==> src/rtl/alu_share_ctrl.sv <==
// alu_share_ctrl: shares one 4-bit ALU between two requesters.
// Round-robin arbitration, registered ALU operands, per-requester
// valid/ready response channels. Only one operation is outstanding at a time.
// Optional macro ALU_SHARE_CTRL_STATS_EN adds saturating per-requester
// completion counters (stat_cnt0 / stat_cnt1).
//
//   state | meaning
//   ------+---------------------------------------------------------------
//   IDLE  | arbitrate; winner's reqN_ready is high; handshake loads the ALU
//   EXEC  | ALU evaluates from registered inputs; result captured at the end
//   RESP  | respN_valid held with stable data until respN_ready
module alu_share_ctrl #(
  parameter int DW   = 4,
  parameter int OPW  = 3,
  parameter int CNTW = 8
) (
  input  logic           clk,
  input  logic           reset,
  input  logic           req0_valid,
  output logic           req0_ready,
  input  logic [OPW-1:0] req0_op,
  input  logic [DW-1:0]  req0_a,
  input  logic [DW-1:0]  req0_b,
  input  logic           req1_valid,
  output logic           req1_ready,
  input  logic [OPW-1:0] req1_op,
  input  logic [DW-1:0]  req1_a,
  input  logic [DW-1:0]  req1_b,
  output logic           resp0_valid,
  input  logic           resp0_ready,
  output logic [DW-1:0]  resp0_data,
  output logic           resp0_cout,
  output logic           resp1_valid,
  input  logic           resp1_ready,
  output logic [DW-1:0]  resp1_data,
  output logic           resp1_cout,
  output logic [OPW-1:0] ALU_option,
  output logic [DW-1:0]  ALU_in1,
  output logic [DW-1:0]  ALU_in2,
  input  logic [DW-1:0]  ALU_out,
  input  logic           ALU_Cout,
  output logic           busy,
  output logic           grant_id
`ifdef ALU_SHARE_CTRL_STATS_EN
  ,
  output logic [CNTW-1:0] stat_cnt0,
  output logic [CNTW-1:0] stat_cnt1
`endif
);

  // The controller is tied to the 4-bit / 3-bit-opcode ALU.
  if (DW != 4 || OPW != 3 || CNTW < 1) begin : g_bad_params
    $error("alu_share_ctrl: DW must be 4, OPW must be 3, CNTW must be >= 1");
  end

  typedef enum logic [1:0] {IDLE, EXEC, RESP} state_t;

  state_t state_q, state_d;
  logic   last_grant_q;
  logic   win;
  logic   any_valid;
  logic   grant_ready;
  logic   accept;
  logic   capture;
  logic   release_resp;
  logic   cout_eff;

  // Tie goes to the requester that did not win last time.
  assign any_valid   = req0_valid | req1_valid;
  assign win         = (req0_valid & req1_valid) ? ~last_grant_q : req1_valid;
  assign grant_ready = grant_id ? resp1_ready : resp0_ready;
  assign busy        = (state_q != IDLE);
  // The ALU leaves Cout stale for logic ops; only add (000) and sub (001) carry.
  assign cout_eff    = (ALU_option[OPW-1:1] == '0) ? ALU_Cout : 1'b0;

  // State register.
  always_ff @(posedge clk) begin
    if (reset) state_q <= IDLE;
    else       state_q <= state_d;
  end

  // Next-state and handshake decode.
  always_comb begin
    state_d      = state_q;
    req0_ready   = 1'b0;
    req1_ready   = 1'b0;
    accept       = 1'b0;
    capture      = 1'b0;
    release_resp = 1'b0;
    case (state_q)
      IDLE: begin
        if (any_valid) begin
          req0_ready = ~win;
          req1_ready = win;
          accept     = 1'b1;
          state_d    = EXEC;
        end
      end
      EXEC: begin
        capture = 1'b1;
        state_d = RESP;
      end
      RESP: begin
        if (grant_ready) begin
          release_resp = 1'b1;
          state_d      = IDLE;
        end
      end
      default: state_d = IDLE;
    endcase
  end

  // Operand latch, result capture and response channel registers.
  always_ff @(posedge clk) begin
    if (reset) begin
      last_grant_q <= 1'b1;
      grant_id     <= 1'b0;
      ALU_option   <= '0;
      ALU_in1      <= '0;
      ALU_in2      <= '0;
      resp0_valid  <= 1'b0;
      resp0_data   <= '0;
      resp0_cout   <= 1'b0;
      resp1_valid  <= 1'b0;
      resp1_data   <= '0;
      resp1_cout   <= 1'b0;
    end else begin
      if (accept) begin
        grant_id   <= win;
        ALU_option <= win ? req1_op : req0_op;
        ALU_in1    <= win ? req1_a  : req0_a;
        ALU_in2    <= win ? req1_b  : req0_b;
      end
      if (capture) begin
        if (grant_id) begin
          resp1_data  <= ALU_out;
          resp1_cout  <= cout_eff;
          resp1_valid <= 1'b1;
        end else begin
          resp0_data  <= ALU_out;
          resp0_cout  <= cout_eff;
          resp0_valid <= 1'b1;
        end
      end
      if (release_resp) begin
        last_grant_q <= grant_id;
        if (grant_id) resp1_valid <= 1'b0;
        else          resp0_valid <= 1'b0;
      end
    end
  end

`ifdef ALU_SHARE_CTRL_STATS_EN
  // Saturating count of completed response handshakes per requester.
  always_ff @(posedge clk) begin
    if (reset) begin
      stat_cnt0 <= '0;
      stat_cnt1 <= '0;
    end else if (release_resp) begin
      if (grant_id) begin
        if (stat_cnt1 != {CNTW{1'b1}}) stat_cnt1 <= stat_cnt1 + {{(CNTW-1){1'b0}}, 1'b1};
      end else begin
        if (stat_cnt0 != {CNTW{1'b1}}) stat_cnt0 <= stat_cnt0 + {{(CNTW-1){1'b0}}, 1'b1};
      end
    end
  end
`endif

endmodule

==> config.mk <==
export PLATFORM = sky130hd
export DESIGN_NAME = alu_share_ctrl
export DESIGN_NICKNAME = d
export VERILOG_FILES = /design/src/rtl/alu_share_ctrl.sv
export SDC_FILE = /design/constraint.sdc
export NUM_CORES = 1
export LEC_CHECK = 0
export ABC_AREA = 1
export CAP_MARGIN = 15
export CORE_ASPECT_RATIO = 0.6
export CORE_MARGIN = 1.5
export CORE_UTILIZATION = 35
export CTS_CLUSTER_DIAMETER = 120
export DETAILED_ROUTE_END_ITERATION = 16
export PLACE_DENSITY = 0.69
export SYNTH_ARGS = -nofsm -noshare
export SYNTH_HDL_FRONTEND = slang
export SYNTH_SLANG_ARGS = --single-unit
==> constraint.sdc <==
create_clock -name clk -period 1.3 [get_ports clk]
set_clock_uncertainty 0.1 [all_clocks]
set_input_delay 0.39 -clock clk [delete_from_list [all_inputs] [get_ports clk]]
set_output_delay 0.39 -clock clk [all_outputs]
set_load 0.02 [all_outputs]
==> results by stage, run 1 <==
Synth:
- The cell type contributing the most total cell area after synthesis is dfxtp_1.
- The most numerous cell in the Yosys netlist is nand2_1.
- Yosys attributes the largest share of cell area to dfxtp_1 (41%), nand2_1 (14%), nor2_1 (13%).
- The synthesized cell area is 1320 µm².
- The sequential-to-total area share from yosys stat is 40.9%.
- The commonest cells after synthesis are nand2_1 (51), nor2_1 (47), dfxtp_1 (27).
- The proportion of register bits with asynchronous set or reset after synthesis is 0%.
- The synthesized netlist contains 18 unique library cells.
- Synthesis produced a netlist with a net count of 230.
- For this run, the number of Yosys warnings is 0.
- The average cell area after synthesis is 6.71 µm².
- Of the post-synthesis cell area, the dominant cell type holds 40.9%.
- Yosys mapped a number of flops with a built-in enable equal to 0.
- Synthesis produced 197 cells.
- The post-synthesis sequential element count is 27.
- The top flip-flop cell by instance count after synthesis is dfxtp_1.

CTS:
- In this run the number of H-tree levels came out at 1.
- The clock passes through at most 2 buffers.
- The CTS tree is built.
- Clock tree synthesis inserted a total of 3 buffers.
- Clock tree synthesis found a total of 27 sinks.
- The clock tree root buffer cell is clkbuf_8.
- The clock latency on the worst-skew pair is 0.27 ns.
- Clock-pin slew was measured on the worst setup and hold paths at 0.09 ns.

Run:
- The max-capacitance violation count is 0.

Die:
- The row count is 17.
- From bottom edge to top edge, the die measures 50.6 µm.
- During I/O placement, the number of pins put on the boundary was 60.
- The initial utilization of the core area, before any placement, comes to 36.4%.
- The area of the core is 3640 µm².
- The area of the die is 4170 µm².
- The die boundary width is 82.4 µm.

Drt:
- The average wire per cell in the routed design is 11.3 µm.
- Detailed routing inserted a total of 1397 vias.
- The remaining antenna violation count after routing is 0.
- The total DRC errors in the routed layout is 0.
- The detailed router's first-iteration violation count is 56.
- The number of detailed-routing iterations run before antenna repair is 4.
- Using the TritonRoute via totals, the vias-per-cell ratio works out to 4.43.
- The wire length reported by the detailed router is 3.56 mm.

Global routing:
- For this run the aggregate overflow at the end of global routing stands at 0.
- The first global-routing pass estimated 5.57 mm of wire.
- The overall global routing resource usage is 17.7%.
- The via count of the first global-routing pass was 1193.
- The number of antenna violations at the first check in global routing came to 0.
- The pin count of the biggest net entering global routing is 24.

Timing:
- Setup repair after global routing could not meet its margin everywhere.
- The slew at the pin closest to its max-slew limit is 0.312 ns.
- The number of hold violations in the final report is 0.
- The worst-case headroom to the max-slew limit is 79.1%.
- Setup slack on the critical path of the routed design comes to -0.276 ns.
- The final critical delay including setup and external delays is 1.58 ns.
- The share of the clock period used by the worst path is 121%.
- The fmax is 634 MHz.
- Setup violations remaining at the end of the flow were counted as 3.
- The number of max-slew violations in the final report is 0.

Outcome:
- The checks that failed: setup timing.
- The run finished, with violations left.

Critical path:
- The cell with the biggest individual delay on the critical path is dlygate4sd2_1.
- On the worst path, the slowest cell contributes a delay of 0.26 ns.
- The buffers plus inverters on the worst setup path is 2.
- The critical path is of the input pin to output port type.
- The dominant delay contributor by cell family on the critical path is buffers and inverters.
- The worst setup path is captured at an output port.
- The worst setup path is launched from an input pin.
- Data arrives at the worst endpoint at 1.09 ns.
- The worst-path maximum fanout is 3.
- The cell with the most instances on the worst path is nor2_2.
- The critical path goes through dlygate4sd2_1 > nor2_2 > nor2_2 > and2_4 > buf_6.
- The worst path required time is 0.81 ns.

Place:
- After legalization and detailed placement, the total HPWL measured 2.62 mm.
- The placer congestion estimate is 0.772.
- The number of placed instances, taps included, is 309.
- The worst slack after detailed placement is -1.07 ns.
- The port buffer count is 59.

Cells and area:
- Cells with a size suffix above 1 make up 24.3% of the layout.
- After the flow finishes, the layout carries non-filler instances totaling 315.
- The post-synthesis to final-layout area growth is 52.6%.
- The net count of the finished layout is 302.
- The antenna diode count is 0.

Worst hold path:
- The class of the most critical hold timing path is register to register.

Power:
- The design draws 2.18 mW.
- Dividing total power by cell area gives a power density of 1080 nW/µm².
- Across the VDD grid, the largest voltage drop is 558 µV.
- Summed over all cells, the static leakage comes to 1.04 nW.
tightest hold or removal path, stage by stage, from the launching register on:
cell     delay, ns
dfxtp_1       0.33
nand2_1       0.06
nand2_1       0.04
metal layers:
metal	track usage, %	wire, µm	up-vias
li1	-	-	753
met1	27.3	1950	607
met2	23.7	1370	37
met3	5.09	245	0
met4	3.11	0	0
met5	0	0	-
registers in the layout (all words and copies together) (netlist names), named ones only:
signal / cells
ALU_option: 3
resp0_data: 4
grant_id: 1
ALU_in1: 4
resp0_cout: 1
last_grant_q: 1
ALU_in2: 4
state_q: 2
resp1_cout: 1
resp1_data: 4
final cells by class:
| type | instances | area, µm² |
|---|---|---|
| fill | 358 | 1620 |
| multi-input combinational | 141 | 659 |
| timing repair buffer | 74 | 619 |
| sequential | 27 | 548 |
| inverter | 21 | 82.6 |
| tap | 47 | 58.8 |
| clock buffer | 4 | 45.0 |
| timing repair inverter | 1 | 5.00 |
report_power, final:
group,switching (mW),leakage (nW),internal (mW)
sequential,0.0415,0.224,0.914
combinational,0.407,0.797,0.350
clock,0.252,0.0228,0.219
total,0.700,1.04,1.48
through the flow:
step,hold WS (ns),utilization (%),setup TNS [ns],instance area [µm²]
finish,0.364,55.5,-0.644,2020
global route,0.401,55.5,-0.792,2020
CTS,0.366,54.0,-0.669,1970
detailed placement,0.346,55.8,-13.01,2030
global placement,0.349,55.8,-12.75,2030
floorplan,0.342,-,-0.0289,1330
cells in the final DEF, fill, tap and decap left out:
| master | count |
|---|---|
| and2_4 | 1 |
| nor2_1 | 47 |
| a21boi_1 | 3 |
| clkdlybuf4s50_1 | 29 |
| buf_4 | 27 |
| nor2_2 | 2 |
| nand2_1 | 48 |
| dfxtp_1 | 21 |
| inv_1 | 18 |
| clkinvlp_2 | 1 |
| o21ai_2 | 1 |
| dlymetal6s2s_1 | 1 |
| dlygate4sd2_1 | 1 |
| clkbuf_1 | 1 |
| clkinvlp_4 | 1 |
| dfxtp_2 | 6 |
| a21oi_1 | 3 |
| and2_1 | 1 |
| nand2_2 | 4 |
| buf_2 | 12 |
| nand3_1 | 13 |
| nor2_4 | 1 |
| o21bai_1 | 9 |
| clkbuf_8 | 3 |
| buf_6 | 4 |
| inv_2 | 2 |
| a21boi_0 | 8 |
what timing repair did:
action | 4_1_cts | 5_1_grt
setup buffers | 5 | 0
hold buffers | 0 | 0
endpoints found under the setup margin | 40 | 35
gates cloned | 0 | 1
pin swaps | 4 | 2
resized for setup | 123 | 22
worst paths after layout:
check,startpoint,endpoint,slack (ns),cells past startpoint
worst max register to register,grant_id$_SDFFE_PP0P_,resp1_data[2]$_SDFFE_PP0P_,0.09,6
worst max-delay path,req1_valid,req0_ready,-0.28,5
worst min register to register,register,register,0.36,2
worst min-delay path,register,register,0.36,2
kinds of logic (layout without fill, tap and decap cells):
group | count (synthesis) | count (layout) | share of synthesized area (%)
simple gates | 117 | 117 | 36.0
buf+inv | 29 | 100 | 10.0
flops | 27 | 27 | 40.9
compound gates | 24 | 24 | 13.1
No activity file was read; power rests on OpenSTA's default activity.
==> inputs of run 2 (changes only) <==
==> constraint.sdc (replaced) <==
create_clock -name clk -period 1.7 [get_ports clk]
set_clock_uncertainty 0.1 [all_clocks]
set_input_delay 0.51 -clock clk [delete_from_list [all_inputs] [get_ports clk]]
set_output_delay 0.51 -clock clk [all_outputs]
set_load 0.02 [all_outputs]
==> run 2 against run 1 <==
- clock power decreased by 20%
- largest power group unchanged
- the run now ends clean
- sequential cell count unchanged
- via count decreased by 4.8%
==> results by stage, run 2 (synthesis results as in run 1) <==
Outcome:
- The flow ran to the end, and the final reports show no timing, DRC or antenna violations.

CTS:
- The H-tree depth reported by CTS is 1 (unchanged).
- The clock latency on the worst-skew pair is 0.27 ns (about the same).
- TritonCTS built the clock tree.
- The CTS buffer count came to 3 (unchanged).
- The root buffer cell chosen for the clock tree is clkbuf_8.
- The number of buffers between clock root and the deepest sink came to 2 (unchanged).
- The clock-pin slew on the worst setup and hold paths came to 0.09 ns (about the same).
- The quantity of hold-fixing buffers added after cts is 0 (unchanged).
- The CTS sink count came to 27 (unchanged).

Drt:
- The via count is 1330 (-4.8%).
- The total DRC errors in the routed layout is 0 (unchanged).
- The remaining antenna violation count after routing is 0 (unchanged).
- The mean number of vias per cell came to 4.29 (-3.3%).
- The average wire per cell in the routed design is 10.4 µm (-7.7%).
- The number of detailed-routing iterations run before antenna repair is 4 (unchanged).
- The wire length reported by the detailed router is 3.23 mm (-9.2%).
- The detailed router's first-iteration violation count is 19 (-66%).

Worst hold path:
- The depth of the worst hold-timing path is 2 (unchanged).
- The path class of the tightest hold or removal check is register to register.

Timing:
- The share of the clock period used by the worst path is 99.9%.
- The number of hold violations in the final report is 0 (unchanged).
- Setup repair after global routing could not meet its margin everywhere.
- The worst-case headroom to the max-slew limit is 68.9% (-10 points).
- The final worst-path setup slack was 0.00194 ns (+0.278 ns).
- The slew at the pin closest to its max-slew limit was 0.465 ns (+0.154 ns).
- The worst path in the final design needs a cycle of 1.70 ns, including I/O delays and setup.
- The fmax is 589 MHz.
- The number of max-slew violations in the final report is 0 (unchanged).
- The number of setup violations in the final report came to 0 (-3).
- The total negative slack for setup checks is 0 ns (+0.644 ns).

Place:
- The placed instance count is 306 (-0.97%).
- The port buffer count came to 59 (unchanged).
- The worst slack after detailed placement is -0.883 ns (+0.187 ns).
- The detailed placement HPWL is 2.45 mm (-6.4%).
- The placer congestion estimate is 0.724 (-6.3%).

Power:
- The highest ir drop seen on vdd came to 452 µV (-19%).
- The leakage power of the design is 1.07 nW (+2.6%).
- The ratio of total power to cell area is 815 nW/µm² (-25%).
- The total power is 1.66 mW (-24%).

Cells and area:
- The filler-free cell count of the finished design is 310 (-1.6%).
- The antenna diode count came to 0 (unchanged).
- The commonest non-fill, non-tap cell in the layout is nand2_1.
- The net total in the final layout is 297 (-1.7%).
- The proportion of layout cells with a drive suffix above 1 is 12.5% (-12 points).
- Compared with the post-synthesis result, the final layout area differs by 54.3%.
- The top cell types in the final layout, fill and taps aside, are nand2_1 (49), nor2_1 (46), clkdlybuf4s50_1 (30).
- The final core utilization was 56.1% (+0.62 points).
- The number of fill cells in the layout is 389 (+8.7%).

Global routing:
- The total congestion overflow after global routing came to 0 (unchanged).
- The overall global routing resource usage is 16.9% (-0.79 points).
- The number of antenna violations at the first check in global routing is 0 (unchanged).
- The pin count of the biggest net entering global routing is 24 (unchanged).
- The via count of the first global-routing pass is 1214 (+1.8%).
- The first-pass GRT wire length came to 5.34 mm (-4.1%).

Die:
- The die boundary height is 50.6 µm (unchanged).
- The initial core utilization is 36.4% (unchanged).
- The area of the core is 3640 µm² (unchanged).
- The area of the die is 4170 µm² (unchanged).
- The I/O pin count is 60 (unchanged).
- The row count came to 17 (unchanged).
- The die boundary width was 82.4 µm (unchanged).

Critical path:
- The worst-path maximum fanout is 2 (-1).
- The endpoint of the lowest-slack register-to-register path is resp0_cout$_SDFFE_PP0P_.
- The worst reg2reg path depth is 7 (+1).
- The worst path required time was 1.09 ns (+0.28 ns).
- The kind of critical path is register to output port.
- The largest stage delay on the critical path is 0.34 ns (+0.08 ns).
- The worst flop-to-flop path startpoint is state_q[1]$_SDFFE_PP0P_.
- On the critical path, the stage with the largest delay is an instance of dfxtp_2.
- The sort of element at the start of the critical path is a register.
- The worst setup path is captured at an output port.
- Walking the worst path, the cells encountered are inv_2 > nand2_2 > nor2_2 > and2_4 > buf_6.
- The worst reg-to-reg setup slack came to 0.38 ns (+0.29 ns).
- The endpoint arrival time on the critical path was 1.09 ns (about the same).

Run:
- The max-capacitance violation count is 0 (unchanged).
-- run 2: critical path: cells and delay by family (launching register included) --
kind          cells  cell delay, ns
buf+inv           2            0.17
flops             1            0.34
simple gates      3            0.31
-- run 2: cell type report --
| type | count | area [µm²] | share of cell area (%) |
|---|---|---|---|
| Clock buffer | 3 | 41.3 | 2.02 |
| Tap cell | 47 | 58.8 | 2.88 |
| Clock inverter | 1 | 7.51 | 0.368 |
| Timing Repair Buffer | 70 | 647 | 31.7 |
| Multi-Input combinational cell | 141 | 664 | 32.6 |
| Inverter | 21 | 78.8 | 3.86 |
| Sequential cell | 27 | 543 | 26.6 |
-- run 2: what timing repair did --
action	CTS	global route
setup buffers	0	0
pin swaps	1	0
gates resized for setup	46	11
setup endpoints to repair	27	2
-- run 2: per-layer routing --
metal  track usage, %  share of wire [%]  vias up
met2             24.3                 39       31
met5                0                  0        -
met1             24.2                 54      556
met3             6.18                6.7        2
met4             2.54               0.43        0
li1                 -                  -      741
-- run 2: worst max-delay path by stage --
stage / startpoint / endpoint / slack (ns) / cells after the start
after floorplan: state_q[1]$_SDFFE_PP0P_ / req0_ready / 0.12 / 4
after global placement: req0_valid / req0_ready / -0.86 / 5
after detailed placement: req0_valid / req0_ready / -0.88 / 5
after CTS: req1_valid / req0_ready / -0.12 / 5
after global routing: state_q[1]$_SDFFE_PP0P_ / req0_ready / -0.05 / 5
final: state_q[1]$_SDFFE_PP0P_ / req0_ready / 0.002 / 5
-- run 2: power breakdown --
group	switching (mW)	internal, mW	leakage (nW)	total (mW)
registers	0.0303	0.697	0.223	0.728
clock network	0.211	0.167	0.0217	0.378
logic	0.301	0.257	0.826	0.558
total	0.542	1.12	1.07	1.66
-- run 2: through the flow --
step                hold WS, ns  area (µm²)
global route              0.390        2040
detailed placement        0.336        2010
floorplan                 0.342        1320
finish                    0.352        2040
CTS                       0.351        2020
global placement          0.331        2010
==> inputs of run 3 (changes only) <==
--- a/config.mk
+++ b/config.mk
@@ -9,10 +9,11 @@
 export CAP_MARGIN = 15
 export CORE_ASPECT_RATIO = 0.6
 export CORE_MARGIN = 1.5
-export CORE_UTILIZATION = 35
+export CORE_UTILIZATION = 41
 export CTS_CLUSTER_DIAMETER = 120
 export DETAILED_ROUTE_END_ITERATION = 16
-export PLACE_DENSITY = 0.69
+export GPL_TIMING_DRIVEN = 1
+export PLACE_DENSITY = 0.79
 export SYNTH_ARGS = -nofsm -noshare
 export SYNTH_HDL_FRONTEND = slang
 export SYNTH_SLANG_ARGS = --single-unit
==> run 3 against run 2 <==
- sequential power about the same
- die area decreased by 14%
- highest routed layer unchanged
- the run now ends with setup timing left
- non-clock buffer count increased by 1
- cell area decreased by 0.31%
- sequential cell count unchanged
- sequential share of layout area about the same
- maximum frequency decreased by 1.4%
- register-to-register slack about the same
==> results by stage, run 3 (synthesis results as in run 1) <==
Die:
- The area of the die is 3590 µm² (-14%).
- The initial core utilization is 44.6% (+8.2 points).
- The row count was 15 (-2).
- The area of the core is 2970 µm² (-18%).
- The die boundary height is 47.0 µm (-7.2%).
- The die boundary width is 76.3 µm (-7.3%).
- The I/O pin count came to 60 (unchanged).

Cells and area:
- The commonest non-fill, non-tap cell in the layout is nand2_1.
- Compared with the post-synthesis result, the final layout area differs by 53.8%.
- The antenna diode count is 0 (unchanged).
- The proportion of layout cells with a drive suffix above 1 came to 12.1% (-0.43 points).
- The net total in the final layout is 298 (+0.34%).
- The post-route cell area is 2030 µm² (-0.31%).
- In the layout the commonest cells are nand2_1 (49), nor2_1 (46), clkdlybuf4s50_1 (30).

Power:
- The net switching power is 538 µW (-0.91%).
- The clock network fraction of total power is 22.4% (-0.3 points).
- The share of total power in sequential cells was 43.9% (+0.2 points).
- The leakage power of the design is 1.08 nW (+0.69%).
- The ratio of total power to cell area was 814 nW/µm² (-0.20%).
- The total power came to 1.66 mW (-0.51%).
- The power share of the combinational group is 33.7% (+0.2 points).
- The highest ir drop seen on vdd is 440 µV (-2.6%).
- The internal portion of total power is 1.12 mW (-0.31%).
- The switching portion of total power came to 32.5% (-0.13 points).

Timing:
- The slew at the pin closest to its max-slew limit was 0.436 ns (-0.0297 ns).
- The worst-case headroom to the max-slew limit was 70.9% (+2.0 points).
- The number of setup violations in the final report was 1 (+1).
- The number of max-slew violations in the final report is 0 (unchanged).
- The share of the clock period used by the worst path was 101% (+1.4 points).
- Setup repair after global routing could not meet its margin everywhere.
- The fmax was 581 MHz (-1.4%).
- The final critical delay including setup and external delays came to 1.72 ns (+0.0244 ns).
- The final worst-path setup slack is -0.0224 ns (-0.0244 ns).
- The total negative slack for setup checks is -0.0224 ns (-0.0224 ns).
- The number of hold violations in the final report came to 0 (unchanged).

Drt:
- The remaining antenna violation count after routing is 0 (unchanged).
- The number of detailed-routing iterations run before antenna repair is 4 (unchanged).
- The total DRC errors in the routed layout was 0 (unchanged).
- The via count is 1353 (+1.7%).
- The average wire per cell in the routed design is 10.7 µm (+2.3%).
- The mean number of vias per cell came to 4.42 (+3.1%).
- The wire length reported by the detailed router is 3.27 mm (+0.99%).
- The detailed router's first-iteration violation count came to 29 (+10).

Critical path:
- The critical path goes through buf_2 > buf_4 > nand2_2 > and2_4 > buf_6.
- The endpoint arrival time on the critical path is 1.11 ns (+0.02 ns).
- The sort of element at the start of the critical path is an input pin.
- The endpoint of the lowest-slack register-to-register path is resp0_cout$_SDFFE_PP0P_.
- The startpoint identified for the worst register-to-register timing path is state_q[1]$_SDFFE_PP0P_.
- The largest stage delay on the critical path is 0.15 ns (-0.19 ns).
- The capturing element of the worst setup path is req0_ready.
- The critical path starts at req1_valid.
- By startpoint and endpoint, the worst setup path is classified as input pin to output port.
- The worst reg2reg path depth is 7 (unchanged).
- The cell with the biggest individual delay on the critical path is and2_4.
- The worst-path maximum fanout is 3 (+1).
- The worst reg-to-reg setup slack is 0.37 ns (about the same).
- The category of the worst setup path capture point is an output port.
- The worst path required time is 1.09 ns (about the same).

Place:
- The detailed placement HPWL is 2.51 mm (+2.4%).
- The placer congestion estimate is 0.790 (+9.2%).
- The placement-stage cell area came to 2010 µm² (about the same).
- The port buffer count is 59 (unchanged).

CTS:
- The CTS sink count came to 27 (unchanged).
- The clock latency on the worst-skew pair is 0.27 ns (about the same).
- The clock-pin slew on the worst setup and hold paths is 0.09 ns (about the same).
- TritonCTS built the clock tree.
- The number of buffers between clock root and the deepest sink is 2 (unchanged).
- The clock tree root buffer cell is clkbuf_8.
- The H-tree depth reported by CTS came to 1 (unchanged).
- The CTS buffer count is 3 (unchanged).
- The post-CTS setup buffer count is 0 (unchanged).

Global routing:
- The first-pass GRT wire length is 5.32 mm (-0.39%).
- The pin count of the biggest net entering global routing was 23 (-4.2%).
- The total congestion overflow after global routing came to 0 (unchanged).
- The number of antenna violations at the first check in global routing is 0 (unchanged).
- The via count of the first global-routing pass came to 1187 (-2.2%).
- The overall global routing resource usage is 19.2% (+2.3 points).

Outcome:
- The flow ran to the end, but the final reports show violations.
- The checks that failed: setup timing.

Run:
- The max-capacitance violation count was 0 (unchanged).

Worst hold path:
- The class of the most critical hold timing path is register to register.
-- run 3: critical path, delay by kind of cell --
family        cells  cell delay (ns)
buf+inv           3             0.37
simple gates      2             0.24
-- run 3: repair_timing --
action                     CTS  global route
setup endpoints to repair   27             2
pin swaps                    1             0
hold buffers                 0             0
resized for setup           53             2
cloned                       0             0
-- run 3: worst min-delay path by stage --
| stage | from | to | slack, ns | cells after the start |
|---|---|---|---|---|
| floorplan | last_grant_q$_SDFFE_PP1N_ | last_grant_q$_SDFFE_PP1N_ | 0.34 | 2 |
| global placement | register | register | 0.34 | 2 |
| detailed placement | register | register | 0.34 | 2 |
| CTS | register | register | 0.36 | 2 |
| global route | last_grant_q$_SDFFE_PP1N_ | last_grant_q$_SDFFE_PP1N_ | 0.40 | 2 |
| finish | register | register | 0.35 | 2 |
-- run 3: final cells by class --
class,count,area [µm²]
fill,286,931
sequential,27,542
timing repair buffer,71,651
clock buffer,3,41.3
clock inverter,1,5.00
inverter,21,78.8
tap,42,52.6
multi-input combinational,141,664
-- run 3: routing by layer --
layer | track usage [%] | wire length (µm) | up-vias
li1 | - | - | 737
met1 | 24.7 | 1690 | 586
met2 | 32.7 | 1370 | 28
met3 | 6.21 | 194 | 2
met4 | 4.44 | 10 | 0
met5 | 0 | 0 | -
-- run 3: through the flow --
| step | setup slack, ns | utilization [%] | hold WS [ns] | std cells |
|---|---|---|---|---|
| 4_1_cts | -0.0118 | 68.3 | 0.358 | 306 |
| 3_5_place_dp | -0.903 | 67.9 | 0.338 | 302 |
| 6_report | -0.0224 | 68.6 | 0.354 | 306 |
| 5_1_grt | -0.0613 | 68.6 | 0.405 | 306 |
| 3_3_place_gp | -0.851 | 67.9 | 0.338 | 302 |
| 2_1_floorplan | 0.122 | - | 0.342 | 197 |
-- run 3: power by group through the flow --
stage	registers (mW)	logic [mW]	clock network, mW
floorplan	0.815	0.235	0
global placement	0.741	0.587	0
detailed placement	0.743	0.595	0
CTS	0.726	0.560	0.380
global route	0.735	0.619	0.408
finish	0.726	0.558	0.371
